File: src/rtl/uart_pkg.sv
// ============================================================================
// Module      : uart_pkg
// Description : Shared types, constants and helpers for the UART rx/tx pair.
// Revision    : 1.0 - initial release
// ============================================================================
`default_nettype none

package uart_pkg;

  typedef enum logic [2:0] {
    IDLE  = 3'd0,
    START = 3'd1,
    DATA  = 3'd2,
    STOP  = 3'd3,
    BRK   = 3'd4
  } uart_state_e;

  localparam int DATA_BITS = 8;

  // Clocks per oversample tick; both the receiver and transmitter derive their rate from this.
  function automatic int calc_div(input int clk_freq, input int baud, input int oversample);
    return clk_freq / (baud * oversample);
  endfunction

  function automatic logic maj3(input logic a, input logic b, input logic c);
    return (a & b) | (a & c) | (b & c);
  endfunction

endpackage

`default_nettype wire

File: src/rtl/uart_baud_gen.sv
// ============================================================================
// Module      : uart_baud_gen
// Description : Free-running oversample tick generator, one-cycle tick every DIV clocks.
// Revision    : 1.0 - initial release
// ============================================================================
`default_nettype none

module uart_baud_gen
  import uart_pkg::*;
#(
  parameter int CLK_FREQ   = 100_000_000,
  parameter int BAUD       = 9600,
  parameter int OVERSAMPLE = 16
) (
  input  logic clk_i,
  input  logic rst_ni,
  output logic tick_o
);

  localparam int DIV = calc_div(CLK_FREQ, BAUD, OVERSAMPLE);
  localparam int CW  = (DIV > 1) ? $clog2(DIV) : 1;
  localparam logic [CW-1:0] CNT_MAX = CW'(DIV - 1);

  logic [CW-1:0] cnt_q;

  always_ff @(posedge clk_i) begin
    if (!rst_ni) begin
      cnt_q <= '0;
    end else if (cnt_q == CNT_MAX) begin
      cnt_q <= '0;
    end else begin
      cnt_q <= cnt_q + 1'b1;
    end
  end

  assign tick_o = (cnt_q == CNT_MAX);

endmodule

`default_nettype wire

File: src/rtl/uart_rx.sv
// ============================================================================
// Module      : uart_rx
// Description : 8N1 oversampling UART receiver with valid/read host handshake.
//               Optional UART_RX_MAJORITY_EN: 2-of-3 majority vote at each sample point.
// Revision    : 1.0 - initial release
// ============================================================================
`default_nettype none

module uart_rx
  import uart_pkg::*;
#(
  parameter int CLK_FREQ   = 100_000_000,
  parameter int BAUD       = 9600,
  parameter int OVERSAMPLE = 16
) (
  input  logic                 clk_100m,
  input  logic                 rst_n,
  input  logic                 rx,
  input  logic                 rd_en,
  output logic [DATA_BITS-1:0] data_out,
  output logic                 data_valid,
  output logic                 frame_err,
  output logic                 overrun,
  output logic                 rx_busy
);

  localparam int SCW = $clog2(OVERSAMPLE);
`ifdef UART_RX_MAJORITY_EN
  localparam int MAJ_DELAY = 1;
`else
  localparam int MAJ_DELAY = 0;
`endif
  localparam logic [SCW-1:0] START_THR = SCW'(OVERSAMPLE / 2 - 1 + MAJ_DELAY);
  localparam logic [SCW-1:0] BIT_THR   = SCW'(OVERSAMPLE - 1);
  localparam logic [2:0]     LAST_IDX  = 3'(DATA_BITS - 1);

  logic                 tick;
  logic                 samp;
  logic                 byte_done;
  logic                 rd_ok;

  logic                 rx_meta_q;
  logic                 rs_q;
  uart_state_e          state_q;
  logic [SCW-1:0]       sc_q;
  logic [2:0]           idx_q;
  logic [DATA_BITS-1:0] shift_q;
  logic                 frame_err_q;
  logic                 rx_busy_q;

  logic [DATA_BITS-1:0] data_out_q,   data_out_d;
  logic                 data_valid_q, data_valid_d;
  logic                 overrun_q,    overrun_d;

  uart_baud_gen #(
    .CLK_FREQ   (CLK_FREQ),
    .BAUD       (BAUD),
    .OVERSAMPLE (OVERSAMPLE)
  ) u_baud (
    .clk_i  (clk_100m),
    .rst_ni (rst_n),
    .tick_o (tick)
  );

  always_ff @(posedge clk_100m) begin
    if (!rst_n) begin
      rx_meta_q <= 1'b1;
      rs_q      <= 1'b1;
    end else begin
      rx_meta_q <= rx;
      rs_q      <= rx_meta_q;
    end
  end

`ifdef UART_RX_MAJORITY_EN
  // Two previous tick samples; together with rs_q they span centre-1..centre+1.
  logic [1:0] hist_q;

  always_ff @(posedge clk_100m) begin
    if (!rst_n) begin
      hist_q <= 2'b11;
    end else if (tick) begin
      hist_q <= {hist_q[0], rs_q};
    end
  end

  assign samp = maj3(hist_q[1], hist_q[0], rs_q);
`else
  assign samp = rs_q;
`endif

  assign byte_done = tick && (state_q == STOP) && (sc_q == BIT_THR) && samp;
  assign rd_ok     = rd_en && data_valid_q;

  always_ff @(posedge clk_100m) begin
    if (!rst_n) begin
      state_q     <= IDLE;
      sc_q        <= '0;
      idx_q       <= '0;
      shift_q     <= '0;
      frame_err_q <= 1'b0;
      rx_busy_q   <= 1'b0;
    end else begin
      frame_err_q <= 1'b0;
      if (tick) begin
        case (state_q)
          IDLE: begin
            if (!rs_q) begin
              state_q   <= START;
              sc_q      <= '0;
              rx_busy_q <= 1'b1;
            end
          end
          START: begin
            if (sc_q == START_THR) begin
              if (samp) begin
                state_q   <= IDLE;
                rx_busy_q <= 1'b0;
              end else begin
                state_q <= DATA;
                sc_q    <= '0;
                idx_q   <= '0;
              end
            end else begin
              sc_q <= sc_q + 1'b1;
            end
          end
          DATA: begin
            if (sc_q == BIT_THR) begin
              shift_q[idx_q] <= samp;
              sc_q           <= '0;
              if (idx_q == LAST_IDX) begin
                state_q <= STOP;
              end else begin
                idx_q <= idx_q + 1'b1;
              end
            end else begin
              sc_q <= sc_q + 1'b1;
            end
          end
          STOP: begin
            if (sc_q == BIT_THR) begin
              sc_q <= '0;
              if (samp) begin
                state_q   <= IDLE;
                rx_busy_q <= 1'b0;
              end else begin
                frame_err_q <= 1'b1;
                state_q     <= BRK;
              end
            end else begin
              sc_q <= sc_q + 1'b1;
            end
          end
          BRK: begin
            // A held-low line must return high before a new start edge can be seen.
            if (rs_q) begin
              state_q   <= IDLE;
              rx_busy_q <= 1'b0;
            end
          end
          default: begin
            state_q   <= IDLE;
            rx_busy_q <= 1'b0;
          end
        endcase
      end
    end
  end

  // A completing byte always wins over a read; a concurrent read just suppresses overrun.
  always_comb begin
    data_out_d   = data_out_q;
    data_valid_d = data_valid_q;
    overrun_d    = overrun_q;
    if (byte_done) begin
      data_out_d   = shift_q;
      data_valid_d = 1'b1;
      overrun_d    = !rd_ok && (overrun_q || data_valid_q);
    end else if (rd_ok) begin
      data_valid_d = 1'b0;
      overrun_d    = 1'b0;
    end
  end

  always_ff @(posedge clk_100m) begin
    if (!rst_n) begin
      data_out_q   <= '0;
      data_valid_q <= 1'b0;
      overrun_q    <= 1'b0;
    end else begin
      data_out_q   <= data_out_d;
      data_valid_q <= data_valid_d;
      overrun_q    <= overrun_d;
    end
  end

  assign data_out   = data_out_q;
  assign data_valid = data_valid_q;
  assign frame_err  = frame_err_q;
  assign overrun    = overrun_q;
  assign rx_busy    = rx_busy_q;

endmodule

`default_nettype wire

File: config.mk
export PLATFORM = sky130hd
export DESIGN_NAME = uart_rx
export DESIGN_NICKNAME = d
export VERILOG_FILES = /design/src/rtl/uart_pkg.sv /design/src/rtl/uart_baud_gen.sv /design/src/rtl/uart_rx.sv
export SDC_FILE = /design/constraint.sdc
export NUM_CORES = 1
export LEC_CHECK = 0
export BUFFER_PORTS_ARGS = -buffer_cell sky130_fd_sc_hd__buf_2
export CAP_MARGIN = 5
export CORE_MARGIN = 4
export CORE_UTILIZATION = 66
export CTS_BUF_LIST = sky130_fd_sc_hd__clkbuf_2
export DETAILED_ROUTE_END_ITERATION = 10
export PLACE_DENSITY = 0.87
export SETUP_SLACK_MARGIN = 0.1
export SKIP_CTS_REPAIR_TIMING = 1
export SYNTH_ARGS = -nofsm -noshare
export SYNTH_HDL_FRONTEND = slang
export SYNTH_SLANG_ARGS = --single-unit
export TNS_END_PERCENT = 5
File: constraint.sdc
create_clock -name clk_100m -period 4.7 [get_ports clk_100m]
set_input_delay 0.705 -clock clk_100m [delete_from_list [all_inputs] [get_ports clk_100m]]
set_output_delay 0.705 -clock clk_100m [all_outputs]
set_load 0.005 [all_outputs]
Word-level counts from Yosys, hierarchy flattened
Cells that the tools add are included.
{"block": "word_totals", "elab_cells": 85, "in_bits": 4, "register_bits": 42, "out_inout_bits": 12}
{"block": "op_classes", "eq_ne": 16, "magnitude_cmp": 2, "n_addsub": 3, "bitwise_logic": 2, "mux": 30, "n_reduce_logical": 20}
{"op": "$mux W3", "count": 11}
{"op": "$pmux W3 S5", "count": 1}
{"op": "$ne A2 B2 Y1 const B", "count": 7}
{"op": "$mux W4", "count": 3}
{"op": "$pmux W4 S3", "count": 1}
{"op": "$add A10 B1 Y10 const B", "count": 1}
{"op": "$eq A10 B10 Y1 const B", "count": 1}
{"op": "$mux W1", "count": 9}
{"op": "$bwmux W8", "count": 1}
{"op": "$reduce_and A7 Y1", "count": 1}
{"op": "$eq A3 B2 Y1 const B", "count": 2}
{"op": "$eq A3 B3 Y1 const B", "count": 2}
{"op": "$logic_and A1 B1 Y1", "count": 6}
{"op": "$pmux W3 S2", "count": 1}
{"op": "$reduce_and A6 Y1", "count": 1}
{"op": "$pmux W1 S5", "count": 1}
{"op": "$reduce_and A5 Y1", "count": 1}
{"op": "$add A4 B1 Y4 const B", "count": 1}
{"op": "$eq A4 B3 Y1 const B", "count": 1}
{"op": "$eq A4 B4 Y1 const B", "count": 1}
{"op": "$lt A3 B4 Y1 const B", "count": 1}
{"op": "$reduce_and A4 Y1", "count": 1}
{"op": "$reduce_bool A2 Y1", "count": 2}
{"op": "$reduce_or A2 Y1", "count": 2}
{"op": "13 further kinds", "count": 14}

Longest topological paths before layout
Gate-level depths: netlist of run 1.
{"block": "logic_depth", "ltp_word": 5, "depth_mapped": 7, "ltp_nobuf": 6}

Cells and area by module
A second synthesis of run 1 with hierarchy kept.
{"block": "unflattened", "hier_cells": 217, "hier_area_um2": 2038.2}
{"mod": "uart_rx", "n_inst": 1, "area_per_inst_um2": 1576.5, "cells_each": 167, "seq_area_each_um2": 640.6}
{"mod": "uart_baud_gen", "n_inst": 1, "area_per_inst_um2": 461.7, "cells_each": 50, "seq_area_each_um2": 200.2}

Worst setup path before layout of run 1
OpenSTA, ideal clock, no wires.
{"block": "synth_path", "path_kind": "register -> register", "startpoint": "register sc_q[0]", "endpoint": "register shift_q[5]", "path_buffers": 1, "arrival_time_ns": 2.013, "path_slack_ns": 2.561, "synth_period_minus_slack_ns": 2.139, "setup_ns": 0.126, "path_stages_with_launch": 7, "required_time_ns": 4.574, "cell_sequence": "dfxtp_1 -> ha_1 -> nand3_1 -> or4_1 -> buf_6 -> or4_4 -> mux2i_1"}
{"block": "synth_via", "elab_chain_len": 2}
{"element": "from (decl)", "line_no": "uart_rx.sv:45", "source": "logic [SCW-1:0] sc_q;"}
{"element": "from (signal assigned)", "line_no": "uart_rx.sv:125", "source": "sc_q <= sc_q + 1'b1;"}
{"element": "from (signal assigned)", "line_no": "uart_rx.sv:138", "source": "sc_q <= sc_q + 1'b1;"}
{"element": "from (signal assigned)", "line_no": "uart_rx.sv:152", "source": "sc_q <= sc_q + 1'b1;"}
{"element": "$eq A4 B4 Y1", "line_no": "uart_rx.sv:129", "source": "if (sc_q == BIT_THR) begin"}
{"element": "$reduce_and A3 Y1 (no source line)"}
{"element": "to (signal, indexed assignment)", "line_no": "uart_rx.sv:130", "source": "shift_q[idx_q] <= samp;"}
{"element": "to (decl)", "line_no": "uart_rx.sv:47", "source": "logic [DATA_BITS-1:0] shift_q;"}
No other way between the ends.
A chain may end at the register's enable or synchronous reset.

Worst setup path in the final report of run 1
Same ends and word-level chain as after synthesis.

==> results of run 1 <==
## layout by cell type, fill, tap and decap left out, types with 6 or more instances in the layout
master	netlist	final
dfxtp_1	42	42
nand2_1	35	35
mux2i_1	19	19
nor2_1	18	18
buf_2	2	15
nand3_1	9	9
xor2_1	8	8
nor3_1	7	7
inv_1	6	6
nand4_1	6	6
## per-layer routing
| layer | track usage, % | wire length, um | up-vias |
|---|---|---|---|
| met4 | 9.704 | 78 | 0 |
| met2 | 38.74 | 2019 | 50 |
| li1 | - | - | 823 |
| met5 | 0 | 0 | - |
| met1 | 25.66 | 1757 | 817 |
| met3 | 5.861 | 214 | 9 |
## layout make-up
class / instances / share of cell area (%)
Clock buffer: 5 / 1.159
Clock inverter: 3 / 2.957
Inverter: 6 / 1.043
Multi-Input combinational cell: 166 / 50.61
Sequential cell: 42 / 38.96
Tap cell: 31 / 1.797
Timing Repair Buffer: 15 / 3.478
## kinds of logic (layout without fill, tap and decap cells)
group | after synthesis | in the layout | share of synthesized area [%]
xor gates and xnor gates | 11 | 11 | 4.783
and+or+nand+nor | 105 | 105 | 27.14
DFF | 42 | 42 | 41.74
AOI/OAI and AO/OA | 26 | 26 | 9.752
adders and majority gates | 5 | 5 | 3.106
muxes | 19 | 19 | 9.441
buffers and inverters | 19 | 29 | 4.037
## registers in the layout, summed over array words and instances (netlist names)
signal	count
rs_q	1
shift_q	8
u_baud.cnt_q	10
data_valid	1
overrun	1
rx_meta_q	1
frame_err	1
idx_q	3
sc_q	4
state_q	3
rx_busy	1
data_out	8
## power by group
part           internal [W]  switching, W
Clock              0.000142      0.000117
Sequential         0.000360    0.00000435
Combinational    0.00000531     0.0000111
## metrics by stage
step	cells	hold WS (ns)	setup WS (ns)	utilization (%)
floorplan	227	0.3863	2.561	-
global placement	260	0.3895	2.397	73.15
global route	268	0.4527	2.143	76.29
detailed placement	260	0.4059	2.307	73.15
CTS	268	0.4497	2.290	76.29
finish	268	0.4457	2.247	76.29
## final timing paths
| path | start | endpoint | slack [ns] | cells after the start |
|---|---|---|---|---|
| worst max-delay path | sc_q[0] | shift_q[5] | 2.25 | 5 |
| worst min-delay path | rx_meta_q | rs_q | 0.45 | 1 |
| worst max register to register | sc_q[0] | shift_q[5] | 2.25 | 5 |
| worst min register to register | rx_meta_q | rs_q | 0.45 | 1 |
## worst max-delay path: cells and delay by family (launching register included)
family | cells | cell delay, ns
fa+ha+maj | 1 | 0.32
flops | 1 | 0.44
mux | 1 | 0.13
simple gates | 3 | 1.49
==> results.toml, run 1 <==
[drt]
vias = 1699
first_pass_iters = 4
antenna_left = 0
viasPerCell = 6.340
wl_per_cell_um = 15.19
wl_um = 4070
drt_iter0_markers = 176
drcViolationCount = 0

[layout]
area_growth_pct = 7.143
multi_input_area_um2 = 1092
final-seq-area_um2 = 840.8
nNetsFinal = 245
drive_gt1_share_pct = 13.08
fin_area_um2 = 2158
fillers = 209
antenna_cells = 0

[yosys]
synthArstFlopShare_pct = 0
ys.flop_type = "dfxtp_1"
synth-edff-count = 0
synth_top_area_cell = "dfxtp_1"
synth_most_common_cell = "dfxtp_1"
syn_avg_cell_area_um2 = 8.874
netlist_instances = 227
synth_area_leaders = "dfxtp_1 42%, mux2i_1 9.4%, nand2_1 6.5%"
syn_nets = 236
synth_common_cells = "42 x dfxtp_1, 35 x nand2_1, 19 x mux2i_1"
synthesis.area_um2 = 2014
synth.distinct_cells = 51
yosysSeqAreaShare_pct = 41.74
synth_top_area_share_pct = 41.74
ys_warn_count = 0
synth.ff_latch_count = 42

[place]
placed_area_um2 = 2069
gp_congestion = 0.9375
port_buffers = 15
hpwl_um = 2833

[outcome]
status = "complete, no violations"

[pwr]
p_leak_nw = 0.7968
totalPowerFinal_w = 0.0006391
p_per_area_nw_per_um2 = 296.1
peakVddDrop_mv = 0.3775

[clock_network]
cts_htree_levels = 2
cts_buffers = 5
cts_tree = "yes"
insertion_delay_ns = 0.41
cts_sinks = 42
clk_pin_slew_worst_paths_ns = 0.21
cts-root-buf = "clkbuf_2"
cts_buffer_depth = 2

[timing]
rsz0062_at_grt = "no"
period_share_pct = 52.18
relSlewSlack_pct = 53.85
finalClockSkew_ns = 0.01531
finalCriticalPeriod_ns = 2.453
fmax_mhz = 407.7
slew_violations = 0
worst_pin_slew_ns = 0.6870
finalSetupViolCount = 0
tns_ns = 0
hold_viol_final = 0

[global_route]
grt_pass1_vias = 1621
grt_usage_pct = 22.30
antenna_found_initial = 0
grt_overflow = 0
grt_pass1_wl_um = 7203
grt_start_max_net_pins = 41

[critical_path]
cp_max_fo = 10
start_kind = "flop"
arrival_ns = 2.78
crit_chain = "ha_1 -> nand3_1 -> or4_1 -> or4_4 -> mux2i_1"
slowest_stage = "or4_1"
endpoint_kind = "flop"
slowest_delay_ns = 0.76
path_class = "reg2reg"
worstPathRequired_ns = 5.03

[die]
start_util_pct = 71.21
rows = 19
io_pins = 16
core_um2 = 2829
die_area_um2 = 4000
die_w_um = 63.25
die_h_um = 63.25

[worst_hold_path]
hold_class = "reg2reg"

[run]
drv_cap = 0
Note: power is estimated with default switching activity, not from simulation.
==> run 2, diff against run 1 <==
- CORE_UTILIZATION: 66 -> 55
- PLACE_DENSITY: 0.87 -> 0.77
- clock period: 4.7 -> 2.1 ns (I/O delays scaled with it)
==> run 2 against run 1 <==
Clock skew increased by 0.0016 ns. Maximum frequency increased by 25%. Register-to-register slack got worse by 2.1 ns. Clock-buffer cell count increased by 2. Critical path type unchanged. Largest power group unchanged. Highest routed layer unchanged.
==> results.toml, run 2 (same netlist as run 1, synthesis figures left out) <==
[timing]
hold_viol_final = 0
finalClockSkew_ns = 0.01686
relSlewSlack_pct = 71.43
tns_ns = 0
finalCriticalPeriod_ns = 1.968
slew_violations = 0
fmax_mhz = 508.2
worst_slack_ns = 0.1324
finalSetupViolCount = 0
period_share_pct = 93.70
worst_pin_slew_ns = 0.4227
rsz0062_at_grt = "yes"
timing.hold.ws_ns = 0.07692

[critical_path]
r2r-start = "sc_q[0]"
cp.depth = 5
crit_chain = "ha_4 -> nand3_2 -> or4_4 -> or4_4 -> mux2i_1"
arrival_ns = 2.28
crit_path_frequent_cell = "or4_4"
slowest_delay_ns = 0.55
critPathCapture = "shift_q[5]"
worstPathRequired_ns = 2.41
slowest_stage = "or4_4"
cp-startpoint = "sc_q[0]"
cp_max_fo = 7
r2r_slack_ns = 0.13
start_kind = "flop"
cp_num_buf_inv = 0
rr_endpoint = "shift_q[5]"
reg2reg_depth = 5
path_class = "reg2reg"
crit_family = "simple AND/OR/NAND/NOR gates"
endpoint_kind = "flop"

[clock_network]
cts_tree = "yes"
clk_pin_slew_worst_paths_ns = 0.19
cts_htree_levels = 2
cts_buffers = 5
insertion_delay_ns = 0.40
cts-root-buf = "clkbuf_2"
cts_buffer_depth = 2
cts_sinks = 42

[place]
gp_congestion = 0.8183
pre_cts_slack_ns = 0.02303
hpwl_um = 2726
port_buffers = 15
dp_cells = 290

[pwr]
p_clk_share_pct = 35.1
p_sw_share_pct = 21.51
p_switching_w = 0.0002831
power_frac_comb_pct = 3.6
totalPowerFinal_w = 0.001316
p_per_area_nw_per_um2 = 561.9
p_int_w = 0.001033
peakVddDrop_mv = 0.4959
p_leak_nw = 0.8749
sequentialPowerShare_pct = 61.3

[layout]
final-seq-area_um2 = 852.1
multi_input_area_um2 = 1137
area_growth_pct = 16.27
fillers = 282
final_common_cell = "dfxtp_1"
layout.cells.non_filler = 299
largest-register = "u_baud.cnt_q"
antenna_cells = 0
largest_register_ffs = 10
final_cell_mix = "37 x dfxtp_1, 35 x nand2_1, 19 x mux2i_1"
nNetsFinal = 261
drive_gt1_share_pct = 23.32

[run]
drv_cap = 0

[global_route]
grt_start_max_net_pins = 40
grt_overflow = 0
grt_pass1_wl_um = 6686
grt_pass1_vias = 1521
antenna_found_initial = 0
grt_usage_pct = 18.98

[die]
io_pins = 16
start_util_pct = 58.52
die_area_um2 = 4695
rows = 21
die_h_um = 68.52
die_w_um = 68.52
core_um2 = 3442

[drt]
met2_length_um = 1751
antenna_left = 0
wl_um = 3923
highest_layer = "met4"
wl_met3_um = 150
first_pass_iters = 4
met1_length_um = 1939
drcViolationCount = 0
drt_iter0_markers = 202
vias = 1645
wl_per_cell_um = 13.12
viasPerCell = 5.502

[worst_hold_path]
hold_class = "in2reg"

[outcome]
status = "complete, no violations"
==> run 2: layout make-up <==
class,instances,area share (%)
inverters,6,0.9615
flip-flops and latches,42,36.38
clock inverters,1,1.282
multi-input cells,166,48.56
clock buffers,7,1.496
well taps,46,2.457
repair buffers,31,8.867
==> run 2: through the flow <==
step	area, um2	utilization (%)
after CTS	2291	66.56
final	2342	68.05
after global routing	2342	68.05
after floorplan	2039	-
after global placement	2226	64.67
after detailed placement	2226	64.67
==> run 2: per-layer routing <==
metal  vias up  GRT usage (%)
met5         -              0
met3         8          4.052
met4         0          8.933
met2        31          28.37
met1       758          25.90
li1        848              -
==> run 2: worst min path at each step <==
| stage | from | endpoint | slack (ns) | cells after the start |
|---|---|---|---|---|
| global route | rx | rx_meta_q | 0.06 | 2 |
| global placement | rx_meta_q | rs_q | 0.39 | 1 |
| finish | rx | rx_meta_q | 0.08 | 2 |
| CTS | rx | rx_meta_q | 0.06 | 2 |
| floorplan | rx_meta_q | rs_q | 0.39 | 1 |
| detailed placement | rx_meta_q | rs_q | 0.39 | 1 |
==> run 2: power by group through the flow <==
stage	Sequential (W)	Clock (W)	Combinational, W
final	0.000807	0.000461	0.0000477
after global routing	0.000809	0.000504	0.0000539
after CTS	0.000809	0.000475	0.0000478
after detailed placement	0.000825	0	0.0000478
after global placement	0.000825	0	0.0000479
after floorplan	0.000827	0	0.0000285
